### config.mk
export PLATFORM = sky130hd
export DESIGN_NAME = regfile_scanner
export DESIGN_NICKNAME = d
export VERILOG_FILES = /design/src/rtl/regfile_pkg.sv /design/src/rtl/regfile_scanner.sv
export SDC_FILE = /design/constraint.sdc
export NUM_CORES = 1
export LEC_CHECK = 0
export BUFFER_PORTS_ARGS = -buffer_cell sky130_fd_sc_hd__buf_2
export CELL_PAD_IN_SITES_DETAIL_PLACEMENT = 0
export CELL_PAD_IN_SITES_GLOBAL_PLACEMENT = 1
export CORE_MARGIN = 5
export CORE_UTILIZATION = 34
export DETAILED_ROUTE_END_ITERATION = 8
export HOLD_SLACK_MARGIN = 0.05
export PLACE_DENSITY = 0.75
export SYNTH_ARGS = -nofsm -noshare
export SYNTH_HDL_FRONTEND = slang
export SYNTH_SLANG_ARGS = --single-unit
### constraint.sdc
create_clock -name clk -period 1.6 [get_ports clk]
set_input_delay 0.24 -clock clk [delete_from_list [all_inputs] [get_ports clk]]
set_output_delay 0.24 -clock clk [all_outputs]
set_load 0.01 [all_outputs]
### src/rtl/regfile_pkg.sv
// Shared widths, scan FSM state encoding and beat record for the register-file scanner.
package regfile_pkg;

    localparam int unsigned REGFILE_DATA_W   = 4;
    localparam int unsigned REGFILE_ADDR_W   = 3;
    localparam int unsigned REGFILE_NUM_REGS = 8;

    typedef enum logic [2:0] {
        IDLE,
        ISSUE,
        CAPTURE,
        HOLD,
        DONE
    } scan_state_t;

    typedef struct packed {
        logic [REGFILE_ADDR_W-1:0] addr;
        logic [REGFILE_DATA_W-1:0] data;
    } scan_beat_t;

endpackage

### src/rtl/regfile_scanner.sv
// Walks the register file read port and streams (addr, data) beats out on valid/ready.
// Define REGFILE_SCANNER_SKIP_ZERO_EN to suppress beats for registers that read as zero.
module regfile_scanner
    import regfile_pkg::*;
#(
    parameter int unsigned DATA_W   = REGFILE_DATA_W,
    parameter int unsigned ADDR_W   = REGFILE_ADDR_W,
    parameter int unsigned NUM_REGS = REGFILE_NUM_REGS
) (
    input  logic              clk,
    input  logic              reset,
    input  logic              start,
    output logic              busy,
    output logic              done,
    output logic [ADDR_W-1:0] rf_read_addr,
    input  logic [DATA_W-1:0] rf_read_data,
    output logic              out_valid,
    input  logic              out_ready,
    output logic [ADDR_W-1:0] out_addr,
    output logic [DATA_W-1:0] out_data
);

    localparam logic [ADDR_W-1:0] LAST_IDX = ADDR_W'(NUM_REGS - 1);

    scan_state_t       state_q, state_d;
    logic [ADDR_W-1:0] idx_q, idx_d;
    logic              out_valid_q, out_valid_d;
    logic [ADDR_W-1:0] out_addr_q, out_addr_d;
    logic [DATA_W-1:0] out_data_q, out_data_d;
    logic              skip_beat;

`ifdef REGFILE_SCANNER_SKIP_ZERO_EN
    assign skip_beat = (rf_read_data == '0);
`else
    assign skip_beat = 1'b0;
`endif

    always_comb begin
        state_d     = state_q;
        idx_d       = idx_q;
        out_valid_d = out_valid_q;
        out_addr_d  = out_addr_q;
        out_data_d  = out_data_q;
        case (state_q)
            IDLE: begin
                if (start) begin
                    idx_d   = '0;
                    state_d = ISSUE;
                end
            end
            ISSUE: state_d = CAPTURE;
            CAPTURE: begin
                if (skip_beat) begin
                    // Suppressed beat: advance exactly as a completed handshake would.
                    if (idx_q == LAST_IDX) begin
                        state_d = DONE;
                    end else begin
                        idx_d   = idx_q + ADDR_W'(1);
                        state_d = ISSUE;
                    end
                end else begin
                    out_data_d  = rf_read_data;
                    out_addr_d  = idx_q;
                    out_valid_d = 1'b1;
                    state_d     = HOLD;
                end
            end
            HOLD: begin
                if (out_ready) begin
                    out_valid_d = 1'b0;
                    if (idx_q == LAST_IDX) begin
                        state_d = DONE;
                    end else begin
                        idx_d   = idx_q + ADDR_W'(1);
                        state_d = ISSUE;
                    end
                end
            end
            DONE: begin
                idx_d   = '0;
                state_d = IDLE;
            end
            default: state_d = IDLE;
        endcase
    end

    always_ff @(posedge clk) begin
        if (reset) begin
            state_q     <= IDLE;
            idx_q       <= '0;
            out_valid_q <= 1'b0;
            out_addr_q  <= '0;
            out_data_q  <= '0;
        end else begin
            state_q     <= state_d;
            idx_q       <= idx_d;
            out_valid_q <= out_valid_d;
            out_addr_q  <= out_addr_d;
            out_data_q  <= out_data_d;
        end
    end

    assign busy         = (state_q == ISSUE) || (state_q == CAPTURE) || (state_q == HOLD);
    assign done         = (state_q == DONE);
    assign rf_read_addr = idx_q;
    assign out_valid    = out_valid_q;
    assign out_addr     = out_addr_q;
    assign out_data     = out_data_q;

endmodule

==> summary.json, run 1 <==
{
  "detail_route.wirelength": {"value": 1260, "unit": "um"},
  "period_share": {"value": 91.1, "unit": "%"},
  "post_dp_cell_area": {"value": 739, "unit": "um^2"},
  "post_route_cells_drive_above_1_share": {"value": 31.8, "unit": "%"},
  "core_area": {"value": 1730, "unit": "um^2"},
  "ir_drop": {"value": 0.365, "unit": "mV"},
  "grt_pass1_vias": {"value": 482},
  "dr.pass1.iters": {"value": 3},
  "placement.io_buffers": {"value": 20},
  "worstMarginPinSlew": {"value": 370, "unit": "ps"},
  "ffs_latches_synth": {"value": 14},
  "startpoint_type": {"value": "register"},
  "initial_core_util": {"value": 36.0, "unit": "%"},
  "tritoncts": {"value": "yes"},
  "post_drt_wl_per_cell": {"value": 11.4, "unit": "um"},
  "post_synth_inst_count": {"value": 64},
  "ys_types": {"value": 23},
  "path_cells": {"value": "nor2_1 > and2_2 > buf_2"},
  "largest_net_degree_at_the_start_of_global_routing": {"value": 13},
  "cp_slowest_stage_delay": {"value": 490, "unit": "ps"},
  "std_cell_rows": {"value": 15},
  "cts-buffers-inserted": {"value": 3},
  "finalInstanceArea": {"value": 762, "unit": "um^2"},
  "synthesis.area_per_instance": {"value": 9.72, "unit": "um^2"},
  "max_freq": {"value": 686, "unit": "MHz"},
  "cp_data_arrival_time": {"value": 1220, "unit": "ps"},
  "route.detailed.drc": {"value": 0},
  "dpl.hpwl": {"value": 941, "unit": "um"},
  "cp_num_cells": {"value": 3},
  "critical_path.top_delay_family": {"value": "flip-flops"},
  "cts.hold.buffers_added": {"value": 0},
  "avgViaCountPerCell": {"value": 4.60},
  "ff2ff_path_depth": {"value": 4},
  "worstSkewPairLatency": {"value": 280, "unit": "ps"},
  "post_cts_buffers": {"value": 0},
  "report.final.slew_viol_count": {"value": 0},
  "pin_count": {"value": 21},
  "final_hold_viol_count": {"value": 0},
  "number_of_maximum_capacitance_violations": {"value": 0},
  "post_cts_resize_count": {"value": 0},
  "grt_usage": {"value": 10.2, "unit": "%"},
  "hp-class": {"value": "in2reg"},
  "tritoncts_sink_count": {"value": 14},
  "die_h": {"value": 52.8, "unit": "um"},
  "path_clk_slew": {"value": 80, "unit": "ps"},
  "critPathCaptureType": {"value": "output pin"},
  "fillerInstances": {"value": 189},
  "root_buffer": {"value": "clkbuf_4"},
  "postLayoutSetupSlackWorst": {"value": 142, "unit": "ps"},
  "synth.yosys.warnings": {"value": 0},
  "setup_viol_count_final": {"value": 0},
  "design.final.nets": {"value": 97},
  "tns": {"value": 0, "unit": "ps"},
  "final_antenna_net_count": {"value": 0},
  "hold-path-cell-count": {"value": 3},
  "grt_setup_unrepaired": {"value": "no"},
  "synth_area": {"value": 622, "unit": "um^2"},
  "cts.htree.levels": {"value": 1},
  "power_leakage": {"value": 0.359, "unit": "nW"},
  "dr_total_vias": {"value": 506},
  "detailedPlace.worstSlack": {"value": 208, "unit": "ps"},
  "cts_buffer_depth": {"value": 2},
  "stdcell_count": {"value": 110},
  "worst_path_maximum_fanout": {"value": 11},
  "crit_path_top_delay_cell": {"value": "dfxtp_1"},
  "antenna_found_initial": {"value": 0},
  "chipWidth": {"value": 52.8, "unit": "um"},
  "critPathBufInv": {"value": 1},
  "run_status": {"value": "finished clean"},
  "wire_length_of_the_first_global_routing_pass": {"value": 2060, "unit": "um"},
  "power.density": {"value": 875, "unit": "nW/um^2"},
  "synth_fp_nets": {"value": 74},
  "final_period_minus_worst_setup_slack": {"value": 1460, "unit": "ps"},
  "worst_hold_slack": {"value": 193, "unit": "ps"},
  "grt_remaining_overflow": {"value": 0},
  "dr.first_iter.drc_count": {"value": 4},
  "maxSlewHeadroom": {"value": 75.0, "unit": "%"},
  "die_area": {"value": 2780, "unit": "um^2"},
  "synth_sequential_area_ratio": {"value": 45.1, "unit": "%"},
  "placed_cells": {"value": 107},
  "required": {"value": 1360, "unit": "ps"},
  "final_skew": {"value": 4.26, "unit": "ps"},
  "syn2layout_area_growth": {"value": 22.5, "unit": "%"},
  "gp_congestion": {"value": 0.828},
  "diodes": {"value": 0},
  "timing.setup.critical_path_class": {"value": "reg2out"}
}
-- per-layer routing --
metal | GRT usage [%] | routed length [um] | part of all wire, %
met1 | 13.1 | 611 | 49
met2 | 14.7 | 524 | 42
met3 | 3.13 | 92 | 7.3
met4 | 6.38 | 28 | 2.2
met5 | 0 | 0 | 0
-- Yosys cell counts, drive strengths merged --
master   count  share of area (%)
dfxtp       14                 45
nor2        14                8.5
mux2i        9                 14
buf          3                4.4
nand2        3                1.8
o311ai       3                4.2
and3         2                2.0
clkbuf       2                1.4
ha           2                4.0
a21oi        1               0.80
a2bb2oi      1                1.4
and2         1                1.2
and4bb       1                2.0
inv          1               0.60
nand3b       1                1.2
nand4b       1                1.4
nor3         1               0.80
nor3b        1                1.2
nor4         1                1.0
o21ai        1               0.80
or4b         1                1.6
-- logic make-up (layout without fill, tap and decap cells) --
logic type               count (synthesis)  count (layout)  share of synthesized area, %
multiplexers                             9               9                          14.5
adder cells (fa/ha/maj)                  2               2                          4.02
buffers and inverters                    6              27                          6.44
flip-flops                              14              14                          45.1
AND/OR/NAND/NOR                         27              27                          22.7
AO/OA/AOI/OAI                            6               6                          7.24
-- flip-flops by register name (all words and copies together) (netlist names) --
name / flops
out_addr: 3
out_data: 4
out_valid: 1
rf_read_addr: 3
state_q: 3
-- worst register-to-register path, stage by stage, from the launching register on --
cell and delay, ps:
dfxtp_1 350, ha_1 210, ha_1 220, or4b_1 500, o21ai_1 80
-- cell usage in the layout, fill, tap and decap left out --
master / n
buf_2: 20
nor2_1: 14
dfxtp_1: 14
mux2i_1: 9
o311ai_0: 3
nand2_1: 3
clkbuf_4: 3
buf_4: 3
and3_1: 2
ha_1: 2
and2_2: 1
nand3b_1: 1
nor3b_1: 1
a21oi_1: 1
nand4b_1: 1
inv_1: 1
and4bb_1: 1
or4b_1: 1
o21ai_1: 1
nor4_1: 1
a2bb2oi_1: 1
nor3_1: 1
-- per-stage QoR --
| stage | utilization (%) | power [mW] |
|---|---|---|
| 2_1_floorplan | - | 0.449 |
| 3_3_place_gp | 42.8 | 0.480 |
| 3_5_place_dp | 42.8 | 0.482 |
| 4_1_cts | 44.1 | 0.682 |
| 5_1_grt | 44.1 | 0.698 |
| 6_report | 44.1 | 0.667 |
-- final cells by class --
class	count	area [um^2]	share of cell area [%]
clock buffers	3	22.5	2.96
flip-flops and latches	14	280	36.8
multi-input cells	44	302	39.6
repair buffers	23	123	16.1
well taps	25	31.3	4.11
inverters	1	3.75	0.493
-- power breakdown --
group          leakage, nW  internal, mW  total (mW)  switching [mW]
sequential           0.114         0.363       0.379          0.0160
clock               0.0138        0.0872       0.194           0.107
combinational        0.231        0.0468      0.0937          0.0470
total                0.359         0.497       0.667           0.170
-- worst paths after layout --
path | startpoint | end | slack [ps]
worst min-delay path | rf_read_data[1] | out_data[1]$_SDFFE_PP0P_ | 190
worst min register to register | out_valid$_SDFFE_PP0P_ | out_valid$_SDFFE_PP0P_ | 490
worst max register to register | rf_read_addr[0]$_SDFFE_PP0P_ | rf_read_addr[0]$_SDFFE_PP0P_ | 180
worst max-delay path | state_q[1]$_SDFFE_PP0P_ | done | 140
(Power assumes the default switching activity.)
==> run 2: changes to the inputs <==
--- a/config.mk
+++ b/config.mk
@@ -9,10 +9,12 @@
 export CELL_PAD_IN_SITES_DETAIL_PLACEMENT = 0
 export CELL_PAD_IN_SITES_GLOBAL_PLACEMENT = 1
 export CORE_MARGIN = 5
-export CORE_UTILIZATION = 34
+export CORE_UTILIZATION = 31
 export DETAILED_ROUTE_END_ITERATION = 8
+export GPL_TIMING_DRIVEN = 1
 export HOLD_SLACK_MARGIN = 0.05
-export PLACE_DENSITY = 0.75
+export PLACE_DENSITY = 0.73
+export SETUP_SLACK_MARGIN = 0.4
 export SYNTH_ARGS = -nofsm -noshare
 export SYNTH_HDL_FRONTEND = slang
 export SYNTH_SLANG_ARGS = --single-unit
==> constraint.sdc (replaced) <==
create_clock -name clk -period 1.21 [get_ports clk]
set_input_delay 0.1815 -clock clk [delete_from_list [all_inputs] [get_ports clk]]
set_output_delay 0.1815 -clock clk [all_outputs]
set_load 0.01 [all_outputs]
==> run 2 against run 1 <==
Effect of this change:
- the run now ends with setup timing left
- utilization grew 14 points
- flip-flop and latch count is the same
- critical path depth grew 1
- register-to-register slack lost 280 ps
- wire length grew 34%
- first-iteration DRC count grew to 2.5 times the previous value
- global-route usage grew 3.0 points
- via count grew 25%
- power grew 61%
- hold slack lost 67 ps
- sequential power grew 31%
- largest cell class is now non-clock buffers
==> summary.json, run 2 (synthesis results as in run 1) <==
{
  "run_status": {"value": "finished, violations left", "change": "was finished clean"},
  "violated_checks": {"value": "setup timing"},
  "detail_route.wirelength": {"value": 1690, "unit": "um", "change": "was 1260 um"},
  "cts_buffer_depth": {"value": 2, "change": "unchanged"},
  "tritoncts_sink_count": {"value": 14, "change": "unchanged"},
  "critical_path.top_delay_family": {"value": "simple AND/OR/NAND/NOR gates", "change": "was flip-flops"},
  "worst_path_maximum_fanout": {"value": 3, "change": "was 11"},
  "post_route_cells_drive_above_1_share": {"value": 66.7, "unit": "%", "change": "was 31.8%"},
  "design.final.nets": {"value": 119, "change": "was 97"},
  "startpoint_type": {"value": "register", "change": "unchanged"},
  "critPathBufInv": {"value": 0, "change": "was 1"},
  "avgViaCountPerCell": {"value": 4.70, "change": "was 4.60"},
  "path_clk_slew": {"value": 90, "unit": "ps", "change": "was 80 ps"},
  "sequential_cell_area": {"value": 304, "unit": "um^2", "change": "was 280 um^2"},
  "final_period_minus_worst_setup_slack": {"value": 1310, "unit": "ps"},
  "antenna_found_initial": {"value": 0, "change": "unchanged"},
  "dr.pass1.iters": {"value": 4, "change": "was 3"},
  "setup_viol_count_final": {"value": 3, "change": "was 0"},
  "worstSkewPairLatency": {"value": 290, "unit": "ps", "change": "was 280 ps"},
  "std_cell_rows": {"value": 16, "change": "was 15"},
  "worstMarginPinSlew": {"value": 349, "unit": "ps", "change": "was 370 ps"},
  "period_share": {"value": 108, "unit": "%"},
  "path_cells": {"value": "ha_4 > ha_4 > or4b_1 > o21ai_1", "change": "was nor2_1 > and2_2 > buf_2"},
  "post_drt_wl_per_cell": {"value": 12.5, "unit": "um", "change": "was 11.4 um"},
  "root_buffer": {"value": "clkbuf_4", "change": "unchanged"},
  "gp_congestion": {"value": 0.709, "change": "was 0.828"},
  "placement.io_buffers": {"value": 20, "change": "unchanged"},
  "final_cell_mix": {"value": "19 x buf_6, 18 x buf_4, 11 x nor2_1", "change": "was 20 x buf_2, 14 x nor2_1, 14 x dfxtp_1"},
  "largest_net_degree_at_the_start_of_global_routing": {"value": 13, "change": "unchanged"},
  "dr_total_vias": {"value": 634, "change": "was 506"},
  "cts-buffers-inserted": {"value": 3, "change": "unchanged"},
  "report.final.slew_viol_count": {"value": 0, "change": "unchanged"},
  "worst_hold_slack": {"value": 126, "unit": "ps", "change": "was 193 ps"},
  "ff2ff_path_depth": {"value": 4, "change": "unchanged"},
  "ir_drop": {"value": 0.551, "unit": "mV", "change": "was 0.365 mV"},
  "grt_setup_unrepaired": {"value": "yes", "change": "was no"},
  "power_leakage": {"value": 0.499, "unit": "nW", "change": "was 0.359 nW"},
  "die_h": {"value": 54.8, "unit": "um", "change": "was 52.8 um"},
  "wire_length_of_the_first_global_routing_pass": {"value": 2650, "unit": "um", "change": "was 2060 um"},
  "cp_slowest_stage_delay": {"value": 460, "unit": "ps", "change": "was 490 ps"},
  "dpl.hpwl": {"value": 1060, "unit": "um", "change": "was 941 um"},
  "grt_usage": {"value": 13.2, "unit": "%", "change": "was 10.2%"},
  "largest_reg_flops": {"value": 4, "change": "unchanged"},
  "cp_num_cells": {"value": 4, "change": "was 3"},
  "grt_remaining_overflow": {"value": 0, "change": "unchanged"},
  "hold-path-cell-count": {"value": 3, "change": "unchanged"},
  "cts.hold.buffers_added": {"value": 0, "change": "unchanged"},
  "diodes": {"value": 0, "change": "unchanged"},
  "hp-class": {"value": "in2reg", "change": "unchanged"},
  "critPathCaptureType": {"value": "register", "change": "was output pin"},
  "tritoncts": {"value": "yes", "change": "unchanged"},
  "finalInstanceArea": {"value": 1130, "unit": "um^2", "change": "was 762 um^2"},
  "maxSlewHeadroom": {"value": 76.5, "unit": "%", "change": "was 75.0%"},
  "chipWidth": {"value": 54.8, "unit": "um", "change": "was 52.8 um"},
  "final_skew": {"value": 2.32, "unit": "ps", "change": "was 4.26 ps"},
  "post_dp_cell_area": {"value": 856, "unit": "um^2", "change": "was 739 um^2"},
  "cp_data_arrival_time": {"value": 1530, "unit": "ps", "change": "was 1220 ps"},
  "fillerInstances": {"value": 185, "change": "was 189"},
  "pin_count": {"value": 21, "change": "unchanged"},
  "route.detailed.drc": {"value": 0, "change": "unchanged"},
  "detailedPlace.worstSlack": {"value": -50.2, "unit": "ps", "change": "was 208 ps"},
  "crit_path_top_delay_cell": {"value": "or4b_1", "change": "was dfxtp_1"},
  "power.density": {"value": 951, "unit": "nW/um^2", "change": "was 875 nW/um^2"},
  "final_common_cell": {"value": "buf_6", "change": "was buf_2"},
  "max_freq": {"value": 764, "unit": "MHz"},
  "timing.setup.critical_path_class": {"value": "reg2reg", "change": "was reg2out"},
  "number_of_maximum_capacitance_violations": {"value": 0, "change": "unchanged"},
  "die_area": {"value": 3000, "unit": "um^2", "change": "was 2780 um^2"},
  "final_antenna_net_count": {"value": 0, "change": "unchanged"},
  "tns": {"value": -196, "unit": "ps", "change": "was 0 ps"},
  "initial_core_util": {"value": 32.0, "unit": "%", "change": "was 36.0%"},
  "core_area": {"value": 1940, "unit": "um^2", "change": "was 1730 um^2"},
  "dr.first_iter.drc_count": {"value": 10, "change": "was 4"},
  "required": {"value": 1430, "unit": "ps", "change": "was 1360 ps"},
  "area_of_combinational_cells_with_multiple_inputs": {"value": 364, "unit": "um^2", "change": "was 302 um^2"},
  "syn2layout_area_growth": {"value": 81.9, "unit": "%", "change": "was 22.5%"},
  "timing.critical_path.mode_cell": {"value": "ha_4"},
  "cts.htree.levels": {"value": 1, "change": "unchanged"},
  "postLayoutSetupSlackWorst": {"value": -98.8, "unit": "ps", "change": "was 142 ps"},
  "grt_pass1_vias": {"value": 652, "change": "was 482"},
  "final_hold_viol_count": {"value": 0, "change": "unchanged"}
}
run 2: cell type report:
cell class	instances	area share, %
clock buffer	4	3.21
inverter	1	0.332
multi-input combinational	44	32.2
sequential	14	26.9
tap	27	2.99
timing repair buffer	45	34.4
run 2: report_power, final:
part	internal, mW	leakage, nW	switching [mW]
Combinational	0.135	0.358	0.0977
Sequential	0.479	0.121	0.0158
Clock	0.183	0.0210	0.165
Total	0.797	0.499	0.278
run 2: worst reg2reg max path, cell delays in order (launching register included):
cell and delay [ps]:
dfxtp_4 360, ha_4 160, ha_4 160, or4b_1 460, o21ai_1 90
run 2: path summary, 6_finish.rpt:
check                                     from                            to  slack, ps
hold reg to reg       out_data[0]$_SDFFE_PP0P_      out_data[0]$_SDFFE_PP0P_        500
setup / recovery  rf_read_addr[0]$_SDFFE_PP0P_  rf_read_addr[0]$_SDFFE_PP0P_       -100
hold / removal                 rf_read_data[3]      out_data[3]$_SDFFE_PP0P_        130
setup reg to reg  rf_read_addr[0]$_SDFFE_PP0P_  rf_read_addr[0]$_SDFFE_PP0P_       -100
run 2: metal layers:
layer | wire, um | GRT usage [%]
met1 | 620 | 11.9
met2 | 927 | 25.0
met3 | 84 | 3.00
met4 | 53 | 9.96
met5 | 0 | 0
run 2: repair_timing:
action / in CTS / in global routing
pin swaps: 3 / 4
cloned: 0 / 0
endpoints found under the setup margin: 27 / 27
gates resized for setup: 31 / 6
setup buffers: 8 / 5
run 2: metrics by stage:
step / utilization [%] / total power, mW / cells
2_1_floorplan: - / 0.609 / 64
3_3_place_gp: 44.1 / 0.660 / 118
3_5_place_dp: 44.1 / 0.661 / 118
4_1_cts: 55.3 / 1.06 / 130
5_1_grt: 58.2 / 1.13 / 135
6_report: 58.2 / 1.08 / 135
==> run 3: changes to the inputs <==
--- a/config.mk
+++ b/config.mk
@@ -9,11 +9,12 @@
 export CELL_PAD_IN_SITES_DETAIL_PLACEMENT = 0
 export CELL_PAD_IN_SITES_GLOBAL_PLACEMENT = 1
 export CORE_MARGIN = 5
-export CORE_UTILIZATION = 31
+export CORE_UTILIZATION = 33
+export CTS_BUF_LIST = sky130_fd_sc_hd__clkbuf_4 sky130_fd_sc_hd__clkbuf_8
 export DETAILED_ROUTE_END_ITERATION = 8
 export GPL_TIMING_DRIVEN = 1
 export HOLD_SLACK_MARGIN = 0.05
-export PLACE_DENSITY = 0.73
+export PLACE_DENSITY = 0.76
 export SETUP_SLACK_MARGIN = 0.4
 export SYNTH_ARGS = -nofsm -noshare
 export SYNTH_HDL_FRONTEND = slang
==> run 3 against run 2 <==
Effect of this change:
- the run still ends with setup timing left
- die area fell by 5.0%
- worst setup slack improved by 15 ps
- fmax rose by 1.2%
- hold slack improved by 6.9 ps
- highest routed layer unchanged
- register-to-register slack improved by 20 ps
- wire length rose by 5.0%
- flip-flop and latch count did not move
- global-route usage rose by 1.7 points
- final cell count fell by 3.0%
- critical path type unchanged
==> summary.json, run 3 (synthesis results as in run 1) <==
{
  "report.final.slew_viol_count": {"value": 0, "change": "unchanged"},
  "worst_hold_slack": {"value": 133, "unit": "ps", "change": "was 126 ps"},
  "tritoncts_sink_count": {"value": 14, "change": "unchanged"},
  "gp_congestion": {"value": 0.798, "change": "was 0.709"},
  "hp-class": {"value": "in2reg", "change": "unchanged"},
  "dr.first_iter.drc_count": {"value": 9, "change": "was 10"},
  "post_route_cells_drive_above_1_share": {"value": 71.7, "unit": "%", "change": "was 66.7%"},
  "path_clk_slew": {"value": 90, "unit": "ps", "change": "about the same"},
  "placement.io_buffers": {"value": 20, "change": "unchanged"},
  "worstMarginPinSlew": {"value": 428, "unit": "ps", "change": "was 349 ps"},
  "final_skew": {"value": 11.8, "unit": "ps", "change": "was 2.32 ps"},
  "power_leakage": {"value": 0.501, "unit": "nW", "change": "was 0.499 nW"},
  "setup_viol_count_final": {"value": 3, "change": "unchanged"},
  "violated_checks": {"value": "setup timing", "change": "unchanged"},
  "final_cell_mix": {"value": "20 x buf_6, 15 x buf_4, 11 x nor2_1", "change": "was 19 x buf_6, 18 x buf_4, 11 x nor2_1"},
  "power.density": {"value": 923, "unit": "nW/um^2", "change": "was 951 nW/um^2"},
  "ir_drop": {"value": 0.635, "unit": "mV", "change": "was 0.551 mV"},
  "worst_path_maximum_fanout": {"value": 3, "change": "unchanged"},
  "dr_total_vias": {"value": 620, "change": "was 634"},
  "grt_pass1_vias": {"value": 671, "change": "was 652"},
  "root_buffer": {"value": "clkbuf_4", "change": "unchanged"},
  "timing.critical_path.mode_cell": {"value": "ha_4", "change": "unchanged"},
  "final_common_cell": {"value": "buf_6", "change": "unchanged"},
  "dr.pass1.iters": {"value": 4, "change": "unchanged"},
  "cts-buffers-inserted": {"value": 3, "change": "unchanged"},
  "finalInstanceArea": {"value": 1160, "unit": "um^2", "change": "was 1130 um^2"},
  "std_cell_rows": {"value": 15, "change": "was 16"},
  "cp_data_arrival_time": {"value": 1510, "unit": "ps", "change": "was 1530 ps"},
  "die_area": {"value": 2850, "unit": "um^2", "change": "was 3000 um^2"},
  "avgViaCountPerCell": {"value": 4.73, "change": "was 4.70"},
  "diodes": {"value": 0, "change": "unchanged"},
  "tritoncts": {"value": "yes", "change": "unchanged"},
  "final_hold_viol_count": {"value": 0, "change": "unchanged"},
  "antenna_found_initial": {"value": 0, "change": "unchanged"},
  "timing.setup.critical_path_class": {"value": "reg2reg", "change": "unchanged"},
  "crit_path_top_delay_cell": {"value": "or4b_1", "change": "unchanged"},
  "cts.htree.levels": {"value": 1, "change": "unchanged"},
  "startpoint_type": {"value": "register", "change": "unchanged"},
  "cts_buffer_depth": {"value": 2, "change": "unchanged"},
  "route.detailed.drc": {"value": 0, "change": "unchanged"},
  "initial_core_util": {"value": 35.2, "unit": "%", "change": "was 32.0%"},
  "largest_net_degree_at_the_start_of_global_routing": {"value": 13, "change": "unchanged"},
  "worstSkewPairLatency": {"value": 280, "unit": "ps", "change": "was 290 ps"},
  "maxSlewHeadroom": {"value": 71.1, "unit": "%", "change": "was 76.5%"},
  "number_of_maximum_capacitance_violations": {"value": 0, "change": "unchanged"},
  "required": {"value": 1430, "unit": "ps", "change": "about the same"},
  "grt_remaining_overflow": {"value": 0, "change": "unchanged"},
  "critPathCaptureType": {"value": "register", "change": "unchanged"},
  "core_area": {"value": 1760, "unit": "um^2", "change": "was 1940 um^2"},
  "post_dp_cell_area": {"value": 861, "unit": "um^2", "change": "was 856 um^2"},
  "final_antenna_net_count": {"value": 0, "change": "unchanged"},
  "dpl.hpwl": {"value": 1110, "unit": "um", "change": "was 1060 um"},
  "cts.hold.buffers_added": {"value": 0, "change": "unchanged"},
  "design.final.nets": {"value": 117, "change": "was 119"},
  "run_status": {"value": "finished, violations left", "change": "unchanged"},
  "path_cells": {"value": "ha_4 > ha_4 > or4b_1 > o21ai_1", "change": "unchanged"},
  "post_drt_wl_per_cell": {"value": 13.5, "unit": "um", "change": "was 12.5 um"},
  "syn2layout_area_growth": {"value": 86.1, "unit": "%", "change": "was 81.9%"},
  "chipWidth": {"value": 53.4, "unit": "um", "change": "was 54.8 um"},
  "period_share": {"value": 107, "unit": "%", "change": "was 108%"},
  "largest_reg_flops": {"value": 4, "change": "unchanged"},
  "die_h": {"value": 53.4, "unit": "um", "change": "was 54.8 um"},
  "wire_length_of_the_first_global_routing_pass": {"value": 3050, "unit": "um", "change": "was 2650 um"},
  "max_freq": {"value": 773, "unit": "MHz", "change": "was 764 MHz"},
  "final_period_minus_worst_setup_slack": {"value": 1290, "unit": "ps", "change": "was 1310 ps"},
  "detail_route.wirelength": {"value": 1770, "unit": "um", "change": "was 1690 um"},
  "postLayoutSetupSlackWorst": {"value": -83.6, "unit": "ps", "change": "was -98.8 ps"},
  "detailedPlace.worstSlack": {"value": -47.6, "unit": "ps", "change": "was -50.2 ps"},
  "pin_count": {"value": 21, "change": "unchanged"},
  "grt_usage": {"value": 14.9, "unit": "%", "change": "was 13.2%"},
  "grt_setup_unrepaired": {"value": "yes", "change": "unchanged"},
  "cp_slowest_stage_delay": {"value": 460, "unit": "ps", "change": "about the same"},
  "fillerInstances": {"value": 161, "change": "was 185"}
}
## run 3: worst max-delay path, delay by kind of cell, from the launching register on
kind                       cells  cell delay, ps
AOI/OAI and AO/OA              1              80
adders and majority gates      2             330
DFF                            1             360
and+or+nand+nor                1             460
## run 3: layer usage
metal	vias to the layer above	GRT usage, %	wire [um]
met5	-	0	0
met3	2	5.63	77
met2	9	24.5	907
li1	308	-	-
met1	301	18.0	770
met4	0	3.83	14
## run 3: power by group
group          internal (mW)  switching [mW]
combinational          0.138           0.103
sequential             0.477          0.0185
clock                  0.183           0.148
total                  0.798           0.270
## run 3: final cells by class
type / instances / area (um^2) / area share (%)
Timing Repair Buffer: 43 / 378 / 32.6
Inverter: 1 / 3.75 / 0.324
Tap cell: 25 / 31.3 / 2.70
Sequential cell: 14 / 310 / 26.8
Multi-Input combinational cell: 44 / 398 / 34.4
Clock buffer: 4 / 36.3 / 3.14
## run 3: path summary, 6_finish.rpt
path | from | to | slack, ps | depth (start not counted)
worst max register to register | rf_read_addr[0]$_SDFFE_PP0P_ | rf_read_addr[0]$_SDFFE_PP0P_ | -80 | 4
worst min-delay path | rf_read_data[2] | out_data[2]$_SDFFE_PP0P_ | 130 | 3
worst max-delay path | rf_read_addr[0]$_SDFFE_PP0P_ | rf_read_addr[0]$_SDFFE_PP0P_ | -80 | 4
worst min register to register | out_addr[2]$_SDFFE_PP0P_ | out_addr[2]$_SDFFE_PP0P_ | 500 | 2
## run 3: through the flow
step	total power, mW	utilization (%)	std cells	setup TNS (ps)
6_report	1.07	65.6	131	-175
5_1_grt	1.13	65.6	131	-679
4_1_cts	1.07	64.0	129	-187
3_5_place_dp	0.663	48.8	117	-151
3_3_place_gp	0.660	48.8	117	-25.7
2_1_floorplan	0.609	-	64	-34.3
## run 3: timing repair
action	in CTS	in global routing
gates resized for setup	45	3
pin swaps	4	1
endpoints found under the setup margin	27	27
setup buffers	8	2
